File: config.mk
export PLATFORM = sky130hd
export DESIGN_NAME = stopwatch_ctrl
export DESIGN_NICKNAME = d
export VERILOG_FILES = /design/src/rtl/stopwatch_ctrl.sv
export SDC_FILE = /design/constraint.sdc
export NUM_CORES = 1
export LEC_CHECK = 0
export BUFFER_PORTS_ARGS = -buffer_cell sky130_fd_sc_hd__buf_2
export CORE_MARGIN = 3
export CORE_UTILIZATION = 50
export DETAILED_ROUTE_END_ITERATION = 7
export PLACE_DENSITY_LB_ADDON = 0.08
export SETUP_SLACK_MARGIN = 0.05
export SLEW_MARGIN = 20
export SYNTH_ARGS = -nofsm -noshare
export SYNTH_HDL_FRONTEND = slang
export SYNTH_SLANG_ARGS = --single-unit
File: constraint.sdc
create_clock -name clk -period 2.22 [get_ports clk]
set_input_delay 0.333 -clock clk [delete_from_list [all_inputs] [get_ports clk]]
set_output_delay 0.333 -clock clk [all_outputs]
set_load 0.02 [all_outputs]
File: src/rtl/stopwatch_ctrl.sv
`default_nettype none
// ============================================================================
// Module   : stopwatch_ctrl
// Brief    : Input conditioning and IDLE/RUN/PAUSE/DONE control for the
//            0-99 BCD stopwatch counter (tick, clear and direction outputs).
// Revision : 1.0 - initial release
// ============================================================================
module stopwatch_ctrl #(
   parameter int TICK_DIV   = 50000000,
   parameter int DEB_CYCLES = 1000000
) (
   input  logic       clk,
   input  logic       rst,
   input  logic       key_ss_n,
   input  logic       sw_clr,
   input  logic       sw_dir,
   input  logic       at_limit,
   output logic       tick,
   output logic       clr,
   output logic       dir,
   output logic       running,
   output logic [1:0] state
);

   localparam int c_PRE_W = (TICK_DIV > 1) ? $clog2(TICK_DIV) : 1;
   localparam int c_DEB_W = (DEB_CYCLES > 1) ? $clog2(DEB_CYCLES) : 1;
   localparam logic [c_PRE_W-1:0] c_PRE_MAX = c_PRE_W'(TICK_DIV - 1);
   localparam logic [c_DEB_W-1:0] c_DEB_MAX = c_DEB_W'(DEB_CYCLES - 1);
   // Inactive levels of {sw_dir, sw_clr, key_ss_n}
   localparam logic [2:0]         c_DEB_RST = 3'b001;

   typedef enum logic [1:0] {
      S_IDLE  = 2'b00,
      S_RUN   = 2'b01,
      S_PAUSE = 2'b10,
      S_DONE  = 2'b11
   } state_t;

   state_t             r_state, w_state_nxt;
   logic [c_PRE_W-1:0] r_pre, w_pre_nxt;
   logic               r_tick, w_tick_nxt;
   logic               r_clr, r_dir, r_running;
   logic [2:0]         w_raw, r_deb, w_deb_nxt;
   logic               w_press;

   assign w_raw = {sw_dir, sw_clr, key_ss_n};

   generate
      for (genvar gi = 0; gi < 3; gi++) begin : g_deb
         logic [1:0]         r_sync;
         logic [c_DEB_W-1:0] r_cnt;
         logic               w_hit;

         assign w_hit          = (r_sync[1] != r_deb[gi]) && (r_cnt == c_DEB_MAX);
         assign w_deb_nxt[gi]  = w_hit ? r_sync[1] : r_deb[gi];

         always_ff @(posedge clk or negedge rst) begin
            if (!rst) begin
               r_sync <= {2{c_DEB_RST[gi]}};
               r_cnt  <= '0;
            end else begin
               r_sync <= {r_sync[0], w_raw[gi]};
               if ((r_sync[1] == r_deb[gi]) || w_hit)
                  r_cnt <= '0;
               else
                  r_cnt <= r_cnt + 1'b1;
            end
         end
      end
   endgenerate

   always_ff @(posedge clk or negedge rst) begin
      if (!rst) r_deb <= c_DEB_RST;
      else      r_deb <= w_deb_nxt;
   end

   // Press fires in the same cycle the debounced key commits its fall
   assign w_press = r_deb[0] & ~w_deb_nxt[0];

   always_comb begin
      w_state_nxt = r_state;
      w_pre_nxt   = r_pre;
      w_tick_nxt  = 1'b0;
      if (r_clr) begin
         w_state_nxt = S_IDLE;
         w_pre_nxt   = '0;
      end else begin
         case (r_state)
            S_IDLE: begin
               w_pre_nxt = '0;
               if (w_press) w_state_nxt = S_RUN;
            end
            S_RUN: begin
               if (at_limit) begin
                  w_state_nxt = S_DONE;
                  w_pre_nxt   = '0;
               end else begin
                  if (r_pre == c_PRE_MAX) begin
                     w_pre_nxt  = '0;
                     w_tick_nxt = 1'b1;
                  end else begin
                     w_pre_nxt = r_pre + 1'b1;
                  end
                  if (w_press) w_state_nxt = S_PAUSE;
               end
            end
            S_PAUSE: begin
               if (w_press) w_state_nxt = S_RUN;
            end
            default: begin
               w_pre_nxt = '0;
            end
         endcase
      end
   end

   always_ff @(posedge clk or negedge rst) begin
      if (!rst) begin
         r_state   <= S_IDLE;
         r_pre     <= '0;
         r_tick    <= 1'b0;
         r_clr     <= 1'b0;
         r_dir     <= 1'b0;
         r_running <= 1'b0;
      end else begin
         r_state   <= w_state_nxt;
         r_pre     <= w_pre_nxt;
         r_tick    <= w_tick_nxt;
         r_clr     <= r_deb[1];
         r_running <= (w_state_nxt == S_RUN);
         // Direction only tracks the switch while idle so a count never reverses mid-run
         if (r_state == S_IDLE)
            r_dir <= w_deb_nxt[2];
      end
   end

   assign tick    = r_tick;
   assign clr     = r_clr;
   assign dir     = r_dir;
   assign running = r_running;
   assign state   = r_state;

endmodule
`default_nettype wire
Yosys cells after proc, flatten, opt, wreduce, memory -nomap -nowiden
Cells that the tools add are included.

storage, ports and cells
  bits of input ports = 6
  output and inout port bits = 6
  word-level logic and storage cells = 60
  bits in registers = 101

cells by class
  reduce and logical (&&, ||, !) cells = 8
  equal/unequal tests = 14
  $add $sub $neg = 4
  bitwise logic cells = 2
  mux-type cells = 18

operators with widths
  cell                     count
  $mux W26                 3
  $add A20 B1 Y20 const B  3
  $eq A20 B20 Y1 const B   3
  $mux W20                 3
  $pmux W26 S2             1
  $add A26 B1 Y26 const B  1
  $eq A26 B26 Y1 const B   1
  $mux W2                  4
  $mux W1                  6
  $eq A2 B1 Y1 const B     2
  $pmux W2 S2              1
  $eq A1 B1 Y1             3
  $logic_and A1 B1 Y1      3
  $logic_or A1 B1 Y1       3
  $ne A1 B1 Y1             3
  $eq A2 B2 Y1 const B     1
  $logic_not A2 Y1         1
  $ne A2 B2 Y1 const B     1
  $reduce_or A2 Y1         1
  $and A1 B1 Y1            1
  $not A1 Y1               1

Longest topological paths before layout
Gate-level depths: netlist (run 1).

  depth in word-level cells = 10
  gate-level depth with buffers = 8
  depth with buffers taken out = 6

Least setup slack after synthesis (run 1)
No wires, ideal clock.

  path type = register to register
  from = reg r_pre[10]
  to = reg r_pre[19]
  required time = 2094 ps
  path buffers = 1
  path slack = 208 ps
  cell stages (with the launch flop) = 6
  library setup time = 126 ps
  arrival time = 1886 ps
  cell sequence = dfrtp_1 -> or4_1 -> nor4_1 -> a31oi_1 -> buf_2 -> a221o_1

on the way
  word-level cells in the longest chain between the ends = 5

ends and longest elaborated chain
  element                                                   line     text
  start: declaration                                        40       logic [c_PRE_W-1:0] r_pre, w_pre_nxt;
  start signal: assignment                                  127      r_pre <= w_pre_nxt;
  $add A26 B1 Y26 / $eq A26 B26 Y1 (equally long branches)  102, 98
  $mux W26 (*)                                              98       if (r_pre == c_PRE_MAX) begin
  $mux W26 (*)                                              94       if (at_limit) begin
  $pmux W26 S2 (*)                                          88       case (r_state)
  $mux W26 (*)                                              84       if (r_clr) begin

Every way passes the cells marked *; elsewhere a longest branch is shown, timed or not.
A chain may end at the register's enable or synchronous reset.

Worst setup path in the final report (run 1)
  from = reg r_pre[7]
  to = reg r_pre[25]

The elaborated chain is that of the path after synthesis.

==> results of run 1 <==
==> metrics by stage <==
| step | cells | instance area, sq um | worst slack, ns | utilization [%] |
|---|---|---|---|---|
| final | 675 | 5487 | 0.1062 | 58.27 |
| after global routing | 675 | 5487 | 0.03251 | 58.27 |
| after CTS | 672 | 5434 | 0.1087 | 57.71 |
| after detailed placement | 655 | 5245 | 0.1286 | 55.71 |
| after global placement | 655 | 5245 | 0.1342 | 55.71 |
| after floorplan | 514 | 4950 | 0.2078 | - |
==> state kept, by name, summed over array words and instances, names as in the netlist <==
| register | cells |
|---|---|
| g_deb.r_cnt | 60 |
| r_pre | 26 |
| g_deb.r_sync | 6 |
| r_deb | 3 |
| state | 2 |
| clr | 1 |
| dir | 1 |
| running | 1 |
| tick | 1 |
==> cells by family after synthesis <==
| family | synth area share [%] |
|---|---|
| multiplexers | 1.972 |
| XOR/XNOR | 9.909 |
| AO/OA/AOI/OAI | 7.129 |
| adder cells (fa/ha/maj) | 1.011 |
| flip-flops | 51.14 |
| buffers and inverters | 2.326 |
| AND/OR/NAND/NOR | 26.52 |
==> where the power goes <==
group	switching, mW	internal [mW]	leakage (nW)
sequential	0.0186	1.86	1.38
combinational	0.0692	0.0296	0.865
clock	0.681	0.424	0.0923
==> cell usage in the layout, fill, tap and decap left out, types with 3 or more instances in the layout <==
cell / count
inv_1: 8
mux2_2: 6
a31oi_1: 19
inv_6: 3
mux2i_1: 3
o21ai_0: 14
ha_1: 4
dfrtp_1: 98
clkbuf_8: 9
xnor2_1: 26
nand2b_1: 7
a41oi_1: 3
xor2_1: 30
buf_4: 22
nand4_1: 18
nor4_1: 13
and3_1: 16
a21oi_1: 15
buf_2: 10
and2_1: 3
dfstp_2: 3
and4_1: 6
nor3_1: 6
nor4b_1: 3
nor2_1: 86
nand3_1: 36
or4_1: 3
nand2_1: 43
nor2b_1: 3
==> final timing paths <==
path	startpoint	endpoint	slack (ns)	depth (start not counted)
worst min-delay path	key_ss_n	g_deb[0].r_sync[0]$_DFF_PN1_	0.05	1
worst min register to register	g_deb[0].r_sync[0]$_DFF_PN1_	g_deb[0].r_sync[1]$_DFF_PN1_	0.36	0
max in group asynchronous	rst	g_deb[0].r_sync[1]$_DFF_PN1_	1.06	3
min in group asynchronous	rst	g_deb[2].r_cnt[17]$_DFF_PN0_	0.44	2
worst max-delay path	r_pre[7]$_DFFE_PN0P_	r_pre[25]$_DFFE_PN0P_	0.11	6
worst max register to register	r_pre[7]$_DFFE_PN0P_	r_pre[25]$_DFFE_PN0P_	0.11	6
==> cells in the mapped netlist (all sizes together) (4+ instances only) <==
cell type / n / share of area [%]
mux2: 6 / 1.4
and4: 6 / 1.1
nand2b: 7 / 0.88
and2: 4 / 0.51
nand2: 44 / 3.4
and3: 16 / 2.0
nand4: 19 / 2.5
o21ai: 15 / 1.5
a31oi: 20 / 2.5
nand3: 36 / 3.6
a21oi: 15 / 1.5
inv: 8 / 0.61
xor2: 30 / 5.3
nor2: 86 / 6.5
or4: 4 / 0.61
nor4: 15 / 2.2
ha: 4 / 1.0
clkbuf: 11 / 0.83
buf: 7 / 0.88
dfrtp: 98 / 50
xnor2: 26 / 4.6
nor3: 6 / 0.61
==> final cells by class <==
cell class / count / area share (%)
multi-input combinational: 387 / 42.65
inverter: 8 / 0.5473
sequential: 101 / 46.13
clock buffer: 9 / 2.258
clock inverter: 7 / 1.003
tap: 129 / 2.942
timing repair buffer: 34 / 4.470
==> layer usage <==
metal | wire length (um) | part of all wire (%) | track usage, %
met1 | 4680 | 48 | 25.14
met2 | 4718 | 48 | 30.15
met3 | 326 | 3.3 | 5.205
met4 | 63 | 0.64 | 4.255
met5 | 0 | 0 | 0
==> repair_timing <==
item,4_1_cts,5_1_grt
setup endpoints to repair,0,26
buffers inserted,0,3
endpoints found under the hold margin,28,0
gates resized for setup,0,5
hold buffers,1,0
==> metrics.csv, run 1 <==
metric,value,unit
outcome,"finished, final reports clean",
slowest_delay,0.56,ns
synthToLayoutAreaGrowth,10.84,%
register_area,0.002531,sq mm
nets,551,
clkTransAtPathRegs,0.10,ns
synth_async_sr_flop_share,100.0,%
critical-path-slowest-cell,or4b_1,
cp.required,2.48,ns
worstSetupStartpointType,flip-flop,
syn_avg_cell_area,9.630,sq um
core_area,0.009415,sq mm
track_usage,18.66,%
setup-tns-final,0,ns
skew,0.01653,ns
die_h,105.5,um
clock_latency,0.38,ns
crit_arrival,2.38,ns
synth_edf_count,0,
worstMarginPinSlew,0.6826,ns
crit_path_end_kind,flip-flop,
path_max_fanout,12,
setup_viol,0,
cts_tree,done,
drc,0,
p_leak,2.334,nW
syn-cell-area,0.004950,sq mm
hold_viol_final,0,
cts_buffer_depth,2,
die_x,105.5,um
synth_nets,524,
ant_nets,0,
yosysWarnings,0,
crit_chain,"or4b_1, nor4_4, a31oi_4, buf_4, a21boi_0, o22a_1",
dr.pass1.iters,4,
grt_overflow,0,
place.gp.congestion,0.8409,
slew_viol_final,0,
hpwl,6726,um
grt_max_degree,49,
avgRoutedWirePerCell,14.50,um
port_buffers,11,
grt_pass1_vias,3614,
whs,0.04890,ns
h-tree-depth,3,
synth_seq_cells,101,
die_area,0.01113,sq mm
synth_top_flop_cell,dfrtp_1,
num_rows,35,
cts_made_buffers,9,
cap_violations,0,
finalPower,3.082,mW
peakVddDrop,0.0003647,V
diodes,0,
crit_family,simple AND/OR/NAND/NOR gates,
seq_area_frac_synth,51.14,%
syn_inst,514,
max_slew_margin,54.14,%
num_vias,3708,
drive_gt1_share,12.45,%
clock-sinks,101,
root_buffer,clkbuf_8,
crit_type,reg2reg,
grt_pass1_wl,16940,um
multi_input_area,0.002340,sq mm
worst-path-buf-inv,1,
via_per_inst,5.493,
antenna_found_initial,0,
clock.fmax,473.1,MHz
rsz0062_at_grt,yes,
io_pins,12,
fin_crit_sh,95.21,%
period_needed,2.114,ns
drt_iter0_markers,124,
hp-class,in2reg,
power.density,561.8,mW/mm^2
drt-total-wl,9789,um
synth.distinct_cells,46,
initial_core_util,52.57,%
fillers,816,
Note: power is estimated with default switching activity, not from simulation.
==> inputs of run 2 (changes only) <==
--- a/config.mk
+++ b/config.mk
@@ -6,6 +6,7 @@
 export NUM_CORES = 1
 export LEC_CHECK = 0
 export BUFFER_PORTS_ARGS = -buffer_cell sky130_fd_sc_hd__buf_2
+export CORE_ASPECT_RATIO = 1.75
 export CORE_MARGIN = 3
 export CORE_UTILIZATION = 50
 export DETAILED_ROUTE_END_ITERATION = 7
==> run 2 against run 1 <==
Net effect: core utilization rose by 0.68 points; register-to-register slack worse by 0.04 ns; sequential power hardly changed; via count is 3.4% higher; largest power group unchanged.
==> metrics.csv, run 2 (synthesis gave the netlist of run 1 again) <==
metric,value,unit
diodes,0,
fin_crit_sh,97.12,%
num_rows,47,
most-common-layout-cells,"dfrtp_1 (97), nor2_1 (86), nand2_1 (43), nand3_1 (36), xor2_1 (30)",
setup_viol,0,
die_area,0.01118,sq mm
h-tree-depth,3,
rsz0062_at_grt,yes,
drt-total-wl,10390,um
design_area,0.005650,sq mm
dr.pass1.iters,4,
grt_overflow,0,
root_buffer,clkbuf_16,
largest-register,g_deb.r_cnt,
outcome,"finished, final reports clean",
cts_buffer_depth,2,
num_vias,3835,
skew,0.006242,ns
clock_latency,0.34,ns
crit_path_end_kind,flip-flop,
worstMarginPinSlew,0.6439,ns
grt_max_degree,48,
p_seq_share,51.7,%
power_frac_comb,2.7,%
period_needed,2.156,ns
clock-sinks,101,
fillers,818,
die_h,137.6,um
antenna_found_initial,0,
synthToLayoutAreaGrowth,14.16,%
ant_nets,0,
port_buffers,11,
via_per_inst,5.707,
largest_reg_flops,60,
slew_viol_final,0,
peakVddDrop,0.0004200,V
drc,0,
cp.required,2.41,ns
grt_pass1_wl,17350,um
top_regs,"g_deb.r_cnt (60), r_pre (26), g_deb.r_sync (6)",
power.density,643.4,mW/mm^2
p_int,2.872,mW
cts_tree,done,
io_pins,12,
final_core_util,58.95,%
worstSetupStartpointType,flip-flop,
netSwitchingFraction,20.98,%
hp-class,in2reg,
path_max_fanout,11,
cap_violations,0,
max_slew_margin,56.92,%
p_leak,2.421,nW
track_usage,19.96,%
final_common_cell,dfrtp_1,
core_area,0.009585,sq mm
drive_gt1_share,13.27,%
clkTransAtPathRegs,0.07,ns
initial_core_util,51.64,%
avgRoutedWirePerCell,15.46,um
whs,0.08970,ns
nets,556,
clock.fmax,463.8,MHz
die_x,81.21,um
hpwl,7134,um
drt_iter0_markers,142,
cts_made_buffers,9,
crit_arrival,2.35,ns
crit_type,reg2reg,
grt_pass1_vias,3903,
hold_viol_final,0,
setup-tns-final,0,ns
pwr-share-clk,45.6,%
place_area,0.005274,sq mm
p_switching,0.7628,mW
place.gp.congestion,0.9246,
-- run 2: changes by cell type in the layout (fill, tap and decap cells not counted), sizes merged --
cell / previous run / this run
clkinv: 2 / 3
clkinvlp: 1 / 0
inv: 12 / 9
buf: 33 / 37
bufinv: 0 / 2
a31oi: 20 / 21
-- run 2: layer usage --
| metal | GRT usage [%] | up-vias | routed length [um] |
|---|---|---|---|
| li1 | - | 1881 | - |
| met1 | 22.90 | 1868 | 4433 |
| met2 | 35.22 | 64 | 5404 |
| met3 | 3.403 | 22 | 281 |
| met4 | 9.680 | 0 | 270 |
| met5 | 0 | - | 0 |
-- run 2: power by group through the flow --
stage / Sequential, mW / Combinational (mW) / Clock [mW]
after floorplan: 1.91 / 0.0414 / 0
after global placement: 1.91 / 0.0969 / 0
after detailed placement: 1.91 / 0.0994 / 0
after CTS: 1.88 / 0.101 / 1.70
after global routing: 1.88 / 0.114 / 1.78
final: 1.88 / 0.0970 / 1.66
-- run 2: metrics by stage --
step,power (mW),worst slack (ns),cells
2_1_floorplan,1.951,0.2078,514
3_3_place_gp,2.011,0.1419,653
3_5_place_dp,2.014,0.09783,653
4_1_cts,3.685,0.07273,669
5_1_grt,3.781,0.02403,672
6_report,3.635,0.06400,672
-- run 2: critical path, cell delays in order (launching register included) --
cell	delay, ns
dfrtp_2	0.44
or4b_4	0.53
nor4_4	0.34
a31oi_4	0.16
buf_4	0.20
a41oi_1	0.25
a31oi_1	0.09
-- run 2: layout make-up --
cell class	instances	area, sq um	share of cell area, %
clock buffers	9	225.2	3.986
clock inverters	6	87.58	1.550
inverters	8	30.03	0.5314
multi-input cells	388	2347	41.54
flip-flops and latches	101	2532	44.82
well taps	122	152.6	2.701
repair buffers	38	275.3	4.872
-- run 2: worst paths after layout --
kind	startpoint	end	slack (ns)	depth (start not counted)
min	key_ss_n	g_deb[0].r_sync[0]$_DFF_PN1_	0.09	1
min in group asynchronous	rst	g_deb[2].r_cnt[7]$_DFF_PN0_	0.48	2
min reg2reg	g_deb[1].r_sync[0]$_DFF_PN0_	g_deb[1].r_sync[1]$_DFF_PN0_	0.35	0
max in group asynchronous	rst	r_pre[21]$_DFFE_PN0P_	1.06	3
max	r_pre[7]$_DFFE_PN0P_	r_pre[16]$_DFFE_PN0P_	0.06	6
max reg2reg	r_pre[7]$_DFFE_PN0P_	r_pre[16]$_DFFE_PN0P_	0.06	6
-- run 2: repair_timing --
item,in CTS,in global routing
hold buffers,1,0
hold endpoints to repair,32,0
buffers inserted,0,2
setup endpoints to repair,0,13
gates resized for setup,0,6
==> inputs of run 3 (changes only) <==
--- a/config.mk
+++ b/config.mk
@@ -6,7 +6,7 @@
 export NUM_CORES = 1
 export LEC_CHECK = 0
 export BUFFER_PORTS_ARGS = -buffer_cell sky130_fd_sc_hd__buf_2
-export CORE_ASPECT_RATIO = 1.75
+export CORE_ASPECT_RATIO = 0.9
 export CORE_MARGIN = 3
 export CORE_UTILIZATION = 50
 export DETAILED_ROUTE_END_ITERATION = 7
==> run 3 against run 2 <==
Net effect: global-route usage shrank 1.4 points; largest power group unchanged; design area is 3.7% lower; critical path type unchanged; fmax is 4.7% higher.
==> metrics.csv, run 3 (synthesis gave the netlist of run 1 again) <==
metric,value,unit
diodes,0,
clock.fmax,485.7,MHz
dr.pass1.iters,5,
setup_viol,0,
p_int,2.314,mW
grt_max_degree,43,
netSwitchingFraction,24.24,%
worstMarginPinSlew,0.6289,ns
place.gp.congestion,0.8633,
hold_viol_final,0,
pwr-share-clk,35.2,%
die_h,100.4,um
clock-sinks,101,
worstSetupStartpointType,flip-flop,
worstSetupStartpoint,r_pre[11]$_DFFE_PN0P_,
largest_reg_flops,60,
crit_path_end_kind,flip-flop,
die_area,0.01113,sq mm
power_frac_comb,3.3,%
die_x,110.9,um
grt_pass1_wl,16880,um
track_usage,18.59,%
cts_buffer_depth,2,
hpwl,6585,um
avgRoutedWirePerCell,14.58,um
port_buffers,11,
clock_latency,0.37,ns
register_area,0.002531,sq mm
skew,0.006721,ns
multi_input_area,0.002325,sq mm
crit_family,simple AND/OR/NAND/NOR gates,
hp-class,in2reg,
root_buffer,clkbuf_8,
ant_nets,0,
worst-path-buf-inv,1,
largest-register,g_deb.r_cnt,
rsz0062_at_grt,yes,
wl_met1,4815,um
most-common-layout-cells,"dfrtp_1 (98), nor2_1 (86), nand2_1 (43), nand3_1 (36), xor2_1 (30)",
power.density,561.2,mW/mm^2
dr_wl_met2,4285,um
setup-tns-final,0,ns
cap_violations,0,
max_slew_margin,57.92,%
critical-path-slowest-cell,or4_1,
clkTransAtPathRegs,0.09,ns
io_pins,12,
path_max_fanout,12,
p_switching,0.7405,mW
h-tree-depth,3,
timing.rr.start,r_pre[11]$_DFFE_PN0P_,
cts_tree,done,
cp.required,2.48,ns
dr.max_layer_used,met4,
p_seq_share,61.5,%
top_regs,"g_deb.r_cnt (60), r_pre (26), g_deb.r_sync (6)",
cts_made_buffers,9,
placedCellCount,649,
via_per_inst,5.598,
grt_overflow,0,
crit_end,r_pre[19]$_DFFE_PN0P_,
synthToLayoutAreaGrowth,9.985,%
outcome,"finished, final reports clean",
drc,0,
drive_gt1_share,11.76,%
fin_crit_sh,92.75,%
num_vias,3728,
cp.depth,5,
num_rows,33,
wl_met3,441,um
crit_type,reg2reg,
drt-total-wl,9709,um
fillers,802,
core_area,0.009373,sq mm
grt_pass1_vias,3528,
final_critical_path_setup_slack,0.1611,ns
crit_arrival,2.32,ns
pre_cts_ws,0.1619,ns
slew_viol_final,0,
reg2regPathDepth,5,
ff2ff_setup_slack,0.16,ns
crit_chain,"or4_1, nor4_2, a31oi_2, buf_4, a221o_1",
antenna_found_initial,0,
nets,549,
period_needed,2.059,ns
drt_iter0_markers,177,
slowest_delay,0.51,ns
instances_no_fill,666,
peakVddDrop,0.0003866,V
p_leak,2.313,nW
final_common_cell,dfrtp_1,
initial_core_util,52.81,%
timing.rr.end,r_pre[19]$_DFFE_PN0P_,
## run 3: cell types whose count changed in the layout (fill, tap and decap cells not counted), moves of 2 or more
cell        before  now
clkbuf_16        9    0
clkbuf_8         0    9
buf_4           26   20
bufinv_16        2    0
clkbuf_1         0    2
clkinv_2         2    0
clkinvlp_4       0    2
## run 3: final cells by class
class,count,area share (%)
Timing Repair Buffer,32,4.229
Clock inverter,5,0.8044
Inverter,8,0.5516
Tap cell,122,2.804
Clock buffer,11,2.413
Sequential cell,101,46.50
Multi-Input combinational cell,387,42.70
## run 3: worst register-to-register path, cell delays in order, from the launching register on
cell     delay [ns]
dfrtp_1        0.43
or4_1          0.52
nor4_2         0.32
a31oi_2        0.17
buf_4          0.20
a221o_1        0.31
## run 3: worst min path at each step
stage | startpoint | to | slack (ns) | cells past startpoint
floorplan | rst | clr$_DFF_PN0_ | 0.04 | 0
global placement | g_deb[1].r_sync[0]$_DFF_PN0_ | g_deb[1].r_sync[1]$_DFF_PN0_ | 0.34 | 0
detailed placement | g_deb[1].r_sync[0]$_DFF_PN0_ | g_deb[1].r_sync[1]$_DFF_PN0_ | 0.34 | 0
CTS | sw_clr | g_deb[1].r_sync[0]$_DFF_PN0_ | 0.04 | 1
global route | key_ss_n | g_deb[0].r_sync[0]$_DFF_PN1_ | 0.03 | 1
finish | key_ss_n | g_deb[0].r_sync[0]$_DFF_PN1_ | 0.05 | 1
## run 3: per-layer routing
metal	track usage, %	vias up
met4	5.871	0
met3	5.003	17
met1	25.69	1793
li1	-	1858
met2	28.87	60
met5	0	-
## run 3: power by group through the flow
stage,clock (mW),sequential [mW],combinational (mW)
2_1_floorplan,0,1.91,0.0414
5_1_grt,1.21,1.88,0.119
6_report,1.08,1.88,0.101
3_3_place_gp,0,1.91,0.101
3_5_place_dp,0,1.91,0.104
4_1_cts,1.12,1.88,0.106
## run 3: per-stage QoR
step,util [%],total power [mW],area (sq um),hold slack (ns)
floorplan,-,1.951,4950,0.03741
global placement,55.95,2.014,5244,0.3386
detailed placement,55.95,2.018,5244,0.3394
CTS,57.92,3.108,5429,0.03661
global route,58.08,3.209,5444,0.02653
finish,58.08,3.055,5444,0.05395
## run 3: repair_timing
item	in CTS	in global routing
hold buffers	1	0
hold endpoints to repair	35	0
setup buffers	0	0
setup endpoints to repair	0	29
gates resized for setup	0	3
